## src/rtl/flush_stall_ctrl.sv

```systemverilog
// Pipeline hazard controller: detects EX-resolved redirects and ID/EX load-use
// hazards, drives flush/stall windows and keeps saturating event counters.
module flush_stall_ctrl #(
  parameter int XLEN              = 32,
  parameter int INSN_BYTES        = 4,
  parameter int FLUSH_CYCLES      = 2,
  parameter int LOAD_STALL_CYCLES = 1,
  parameter int CNT_W             = 16
) (
  input  logic             cpu_clk,
  input  logic             cpu_rst,
  input  logic             ex_valid,
  input  logic [XLEN-1:0]  ex_pc,
  input  logic [XLEN-1:0]  ex_npc,
  input  logic             ex_is_load,
  input  logic             ex_we,
  input  logic [4:0]       ex_rd,
  input  logic             id_valid,
  input  logic [4:0]       id_rs1,
  input  logic [4:0]       id_rs2,
  input  logic             id_rs1_used,
  input  logic             id_rs2_used,
  output logic             is_branch,
  output logic             redirect_valid,
  output logic [XLEN-1:0]  redirect_pc,
  output logic             flush_if_id,
  output logic             flush_id_ex,
  output logic             stall_pc,
  output logic             stall_if_id,
  output logic [CNT_W-1:0] branch_cnt,
  output logic [CNT_W-1:0] stall_cnt
);

  localparam int MAXC = (FLUSH_CYCLES > LOAD_STALL_CYCLES) ? FLUSH_CYCLES : LOAD_STALL_CYCLES;
  localparam int CW   = $clog2(MAXC + 1);
  localparam logic [CW-1:0] FL_LOAD = CW'(FLUSH_CYCLES - 1);
  localparam logic [CW-1:0] ST_LOAD = CW'(LOAD_STALL_CYCLES - 1);
  localparam logic [CW-1:0] ONE     = CW'(1);

  typedef enum logic [1:0] {IDLE, FLUSH, STALL} state_t;

  state_t           state_q, state_d;
  logic [CW-1:0]    cnt_q, cnt_d;
  logic [CNT_W-1:0] branch_cnt_q, branch_cnt_d;
  logic [CNT_W-1:0] stall_cnt_q, stall_cnt_d;

  logic [XLEN-1:0]  seq_pc;
  logic             br_raw, lu_raw, load_hazard, flush_w, stall_w;

  function automatic logic [CNT_W-1:0] sat_inc(input logic [CNT_W-1:0] v);
    return (&v) ? v : v + CNT_W'(1);
  endfunction

  assign seq_pc = ex_pc + XLEN'(INSN_BYTES);
  assign br_raw = ex_valid & (ex_npc != seq_pc);
  assign lu_raw = ex_valid & ex_is_load & ex_we & (ex_rd != 5'd0) & id_valid &
                  ((id_rs1_used & (id_rs1 == ex_rd)) | (id_rs2_used & (id_rs2 == ex_rd)));

  assign is_branch   = br_raw & (state_q != FLUSH) & ~cpu_rst;
  assign load_hazard = lu_raw & ~is_branch & (state_q == IDLE) & ~cpu_rst;

  // cnt holds the window cycles still owed after the current one.
  assign flush_w = is_branch | ((state_q == FLUSH) & ~cpu_rst);
  assign stall_w = (load_hazard | ((state_q == STALL) & ~cpu_rst)) & ~flush_w;

  assign redirect_valid = is_branch;
  assign redirect_pc    = cpu_rst ? '0 : ex_npc;
  assign flush_if_id    = flush_w;
  assign flush_id_ex    = flush_w | stall_w;
  assign stall_pc       = stall_w;
  assign stall_if_id    = stall_w;
  assign branch_cnt     = cpu_rst ? '0 : branch_cnt_q;
  assign stall_cnt      = cpu_rst ? '0 : stall_cnt_q;

  always_comb begin
    state_d      = state_q;
    cnt_d        = cnt_q;
    branch_cnt_d = is_branch ? sat_inc(branch_cnt_q) : branch_cnt_q;
    stall_cnt_d  = stall_w ? sat_inc(stall_cnt_q) : stall_cnt_q;
    case (state_q)
      IDLE, STALL: begin
        if (is_branch) begin
          state_d = (FLUSH_CYCLES > 1) ? FLUSH : IDLE;
          cnt_d   = FL_LOAD;
        end else if (load_hazard) begin
          state_d = (LOAD_STALL_CYCLES > 1) ? STALL : IDLE;
          cnt_d   = ST_LOAD;
        end else if (state_q == STALL) begin
          state_d = (cnt_q <= ONE) ? IDLE : STALL;
          cnt_d   = cnt_q - ONE;
        end
      end
      FLUSH: begin
        state_d = (cnt_q <= ONE) ? IDLE : FLUSH;
        cnt_d   = cnt_q - ONE;
      end
      default: begin
        state_d = IDLE;
        cnt_d   = '0;
      end
    endcase
  end

  always_ff @(posedge cpu_clk) begin
    if (cpu_rst) begin
      state_q      <= IDLE;
      cnt_q        <= '0;
      branch_cnt_q <= '0;
      stall_cnt_q  <= '0;
    end else begin
      state_q      <= state_d;
      cnt_q        <= cnt_d;
      branch_cnt_q <= branch_cnt_d;
      stall_cnt_q  <= stall_cnt_d;
    end
  end

endmodule

```

## config.mk

```make
export PLATFORM = sky130hd
export DESIGN_NAME = flush_stall_ctrl
export DESIGN_NICKNAME = d
export VERILOG_FILES = /design/src/rtl/flush_stall_ctrl.sv
export SDC_FILE = /design/constraint.sdc
export NUM_CORES = 1
export LEC_CHECK = 0
export ABC_AREA = 1
export BUFFER_PORTS_ARGS = -buffer_cell sky130_fd_sc_hd__buf_2
export CAP_MARGIN = 20
export CORE_ASPECT_RATIO = 1.2
export CORE_MARGIN = 2
export CORE_UTILIZATION = 30
export CTS_BUF_LIST = sky130_fd_sc_hd__clkbuf_8
export DETAILED_ROUTE_END_ITERATION = 12
export GPL_ROUTABILITY_DRIVEN = 0
export MAX_ROUTING_LAYER = met4
export PLACE_DENSITY = 0.61
export SLEW_MARGIN = 30
export SYNTH_ARGS = -nofsm -noshare
export SYNTH_HDL_FRONTEND = slang
export SYNTH_SLANG_ARGS = --single-unit
```

## constraint.sdc

```tcl
create_clock -name cpu_clk -period 6.1 [get_ports cpu_clk]
set_input_delay 1.22 -clock cpu_clk [delete_from_list [all_inputs] [get_ports cpu_clk]]
set_output_delay 1.22 -clock cpu_clk [all_outputs]
set_load 0.1 [all_outputs]
```

### Word level (Yosys, flattened, before mapping)

Cells that the tools add are included.

* memory bits (writable): 0
* bits in latches: 0
* ROM bits: 0
* flip-flop bits (word level): 36
* memories: 0
* output and inout port bits: 70
* word-level logic and storage cells: 61
* bits of input ports: 87

* order comparisons: 1
* divide/modulo/power cells: 0
* bitwise gates (word level): 25
* reduce and logical (&&, ||, !) cells: 7
* shift operators: 0
* equality and inequality tests: 7
* multiplexer cells: 13
* add/sub/neg operators: 4
* multipliers: 0

Operators by type and width (number)
* $add A16 B1 Y16 const B: 2
* $add A32 B3 Y32 const B: 1
* $mux W16: 2
* $mux W32: 1
* $ne A32 B32 Y1: 1
* $reduce_and A16 Y1: 2
* $and A1 B1 Y1: 16
* $mux W2: 7
* $eq A5 B5 Y1: 2
* $pmux W2 S2: 2
* $not A1 Y1: 5
* $reduce_bool A5 Y1: 1
* $ne A4 B4 Y1 const B: 1
* $or A1 B1 Y1: 4
* $reduce_and A2 Y1: 2
* $eq A2 B1 Y1 const B: 1
* $eq A2 B2 Y1 const B: 1
* $le A2 B1 Y1 const B: 1
* $logic_not A2 Y1: 1
* $ne A2 B1 Y1 const B: 1
* $reduce_or A2 Y1: 1
* $sub A2 B1 Y2 const B: 1
* $mux W1: 1

### Logic depth before layout (Yosys ltp)

* depth after elaboration: 12
* mapped depth: 21

### Least setup slack after synthesis

OpenSTA, ideal clock, no wires.

* path kind: input -> output
* start: input ex_pc[2]
* end: output stall_pc
* cell stages on the path: 20
* slack: 0.514 ns
* arrival time: 4.366 ns
* required time: 4.880 ns
* cells stage by stage: ha_1 -> nand3_1 -> nor2_2 -> nand2_2 -> inv_1 -> nand2_1 -> nand2_1 -> nand3_1 -> nand2_1 -> inv_1 -> nand2_1 -> nor2_1 -> nand2_2 -> nor2_1 -> nor2_2 -> nor2_4 -> buf_6 -> nand2_1 -> inv_1 -> buf_4

* word-level cells in the longest chain between the ends: 11
* elaborated cells between the ends (all ways): 13
* classes of those cells: add/sub: 1; eq/ne: 1; bitwise: 11

Ends and longest elaborated chain
* from (decl): line 13 `input logic [XLEN-1:0] ex_pc,`
* $add A32 B3 Y32 (*): line 54 `assign seq_pc = ex_pc + XLEN'(INSN_BYTES);`
* $ne A32 B32 Y1 (*): line 55 `assign br_raw = ex_valid & (ex_npc != seq_pc);`
* $and A1 B1 Y1 (*): line 55
* $and A1 B1 Y1 (*) (2 in a row): line 59 `assign is_branch = br_raw & (state_q != FLUSH) & ~cpu_rst;`
* via is_branch: line 23 `output logic is_branch,`
* $not A1 Y1: line 60 `assign load_hazard = lu_raw & ~is_branch & (state_q == IDLE) & ~cpu_rst;`
* $and A1 B1 Y1 (3 in a row): line 60
* $or A1 B1 Y1: line 64 `assign stall_w = (load_hazard | ((state_q == STALL) & ~cpu_rst)) & ~flush_w;`
* $and A1 B1 Y1 (*): line 64
* to (decl): line 28 `output logic stall_pc,`

The timed path passes the listed nets; every way through them passes the cells marked *.

### Worst setup path in the final report

* start: input ex_pc[2]
* end: output stall_if_id

* word-level cells in the longest chain between the ends: 11
* elaborated cells between the ends (all ways): 13
* classes of those cells: add/sub: 1; eq/ne: 1; bitwise: 11

Ends and longest elaborated chain
* $add A32 B3 Y32 (*): line 54
* $ne A32 B32 Y1 (*): line 55
* $and A1 B1 Y1 (*): line 55
* $and A1 B1 Y1 (*) (2 in a row): line 59
* $not A1 Y1: line 60
* $and A1 B1 Y1 (3 in a row): line 60
* $or A1 B1 Y1: line 64
* $and A1 B1 Y1 (*): line 64
* to (decl): line 29 `output logic stall_if_id,`

Every way passes the cells marked *; elsewhere a longest branch is shown, timed or not.

==> metrics.txt <==
outcome=complete, no violations; Worst Path Required=4.88 ns; residual DRC count=0; largest net degree at the start of global routing=88; CTS sink cnt=36; CP top delay family=simple AND/OR/NAND/NOR gates; FF+latch count, synth=36; final setup TNS=0 ns; final worst setup slack=1.01 ns; Nets=969; Post-Synthesis Mean Instance Area=5.56 sq um; Top FF cell, synth=dfxtp_1; Crit. End Element=output pin; share of cells above drive strength 1=21.8%; total gr overflow=0; Std-Cell Core Area=13,200 sq um; Area growth, synth to finish=25.3%; Max clock buf depth=2; Slew HR=41.0%; final hold vios=0; fin crit share=83.4%; worst slew pin tran=0.885 ns; Vias=4,874; Initial Util=30.7%; post-synthesis sequential area ratio=17.7%; post-synthesis cell count=731; min cycle time layout=5.09 ns; Synth area leaders=dfxtp_1 (18%), nand2_1 (17%), nor2_1 (14%); CTS tree=built; FMAX=0.197 GHz; worst-path cell chain=buf_2 > ha_1 > nand2_1 > nor2_1 > nand2_2 > nor2_4 > nand3b_1 > nand3_1 > nand2_1 > nor2_1 > nand3_2 > nor2_1 > nor2_2 > nor2_4 > nand2_1 > inv_1 > buf_2; Worst EP arrival=3.87 ns; Yosys top cell area share=17.7%; Num CTS Buffers=5; Static Leak=0.00254 uW; CP max FO=18; most instantiated library cell after synthesis=nand2_1; Synth Cell Area=4060 sq um; Synth cell types=39; Final Cell Area=5090 sq um; CP max-delay cell=buf_2; Final Setup Violations=0; IO buf count=156; Post-Route WL=12.8 mm; max cap viols=0; number of routed nets with antenna violations=0; first-pass GRT wire length=21.0 mm; synthesized net count=822; RSZ-0062 raised after global routing=false; Power Dens Cells=147 nW/um^2; Via density=4.66; CTS Root Cell=clkbuf_8; Cell Area, Placed=4970 sq um; clock latency on the worst-skew pair=0.29 ns; kind of critical path=input pin to output pin; hpwl dp=10.3 mm; First DRT Iteration DRCs=241; GRT Total Usage=17.8%; Rows=46; Post-synth top cells=nand2_1 (180), nor2_1 (149), inv_1 (114); Worst-path clk slew=0.07 ns; EDFF count, synth=0; ant diodes=0; 1st-pass router iterations=4; CP max stage delay=0.42 ns; Final Max Slew Viols=0; Crit path buffers/inverters=3; number of buffers added to fix hold violations after cts=0; Routed WL per cell=12.3 um; Post-synth ARST share=0%; Min-Delay Path Class=register to register; Yosys top cell by area=dfxtp_1; worst slack at placement=1.02 ns; Peak VDD IR=0.109 mV; initial antenna violation count=0; Hold WS=0.468 ns; die width=110 um; vias in the first global route=4,508; clock skew=0.0117 ns; CTS resizes=0; CTS H-tree lvls=2; Filler Cells Inserted=1,529; Yosys warnings=0; die area=14,500 sq um; Die Height=131 um; # Post-CTS Setup Buffers=0; CP Launch Type=input pin; Ports=157
-- power by group --
group	switching (uW)	leakage, uW	internal (uW)
logic	201	0.00219	69.3
registers	2.30	0.000291	238
clock network	93.2	0.0000645	145
total	296	0.00254	451
-- per-layer routing --
metal	vias up	track usage, %	wire length [um]
met5	-	-	0
met4	0	4.65	274
met3	18	1.69	698
met2	139	30.3	6100
met1	2143	22.4	5770
li1	2574	-	-
-- placed cells by master (no fill, tap or decap) --
master     instances
nand3_2            2
inv_2              2
nor2_1           149
buf_2            156
or2_2              1
and3_1             3
nand3_1           45
nor3b_1            1
o21ai_0           11
bufinv_16          1
o21bai_2           1
inv_1            114
a31oi_1            1
nand2_4            2
a221oi_1           1
clkbuf_8           7
o2111ai_4          1
and2_1             1
nor4_1             4
o21bai_4           1
nand2_2            6
ha_1               4
a211oi_1           1
nand4_1           26
o31ai_1            1
xor2_1            38
a22o_1             1
o21bai_1           2
nand3b_1           7
nor2_4             5
nor2_2             5
a21oi_1           33
o22ai_1            2
nor3_1            15
buf_4              2
dfxtp_1           36
xnor2_1           11
nand2_1          180
-- final timing paths --
kind                                   end  slack, ns  cells after the start                     startpoint
min          branch_cnt_q[13]$_SDFFE_PP0P_       0.47                      2  branch_cnt_q[13]$_SDFFE_PP0P_
max                            stall_if_id       1.01                     17                       ex_pc[2]
min reg2reg  branch_cnt_q[13]$_SDFFE_PP0P_       0.47                      2  branch_cnt_q[13]$_SDFFE_PP0P_
max reg2reg   stall_cnt_q[14]$_SDFFE_PP0P_       3.51                     10    stall_cnt_q[3]$_SDFFE_PP0P_
-- tightest hold or removal path, delay by kind of cell, from the launching register on --
| family | cells | cell delay, ns |
|---|---|---|
| compound gates | 1 | 0.06 |
| flops | 1 | 0.31 |
| simple gates | 1 | 0.06 |
-- state kept, by name, indices dropped and copies added, names as in the netlist --
register,count
stall_cnt_q,16
cnt_q,2
branch_cnt_q,16
state_q,2
-- area by class of cell --
class | instances | area [sq um] | area share, %
clock buffers | 7 | 96.3 | 1.89
inverters | 116 | 435 | 8.55
well taps | 168 | 210 | 4.13
flip-flops and latches | 36 | 721 | 14.2
repair buffers | 158 | 796 | 15.6
clock inverters | 1 | 30.0 | 0.590
multi-input cells | 561 | 2800 | 55.1
-- cell families (layout without fill, tap and decap cells) --
group	Yosys count	after routing	share of synthesized area (%)
adder cells (fa/ha/maj)	4	4	1.23
buffers and inverters	134	282	13.2
flip-flops	36	36	17.7
AO/OA/AOI/OAI	56	56	8.44
AND/OR/NAND/NOR	452	452	48.8
XOR/XNOR	49	49	10.6
-- stage by stage --
stage | total power, uW | cells | util, %
6_report | 748 | 1047 | 38.5
5_1_grt | 788 | 1047 | 38.5
4_1_cts | 756 | 1047 | 38.5
3_5_place_dp | 515 | 1039 | 37.5
3_3_place_gp | 515 | 1039 | 37.5
2_1_floorplan | 442 | 731 | -
(Power assumes the default switching activity.)
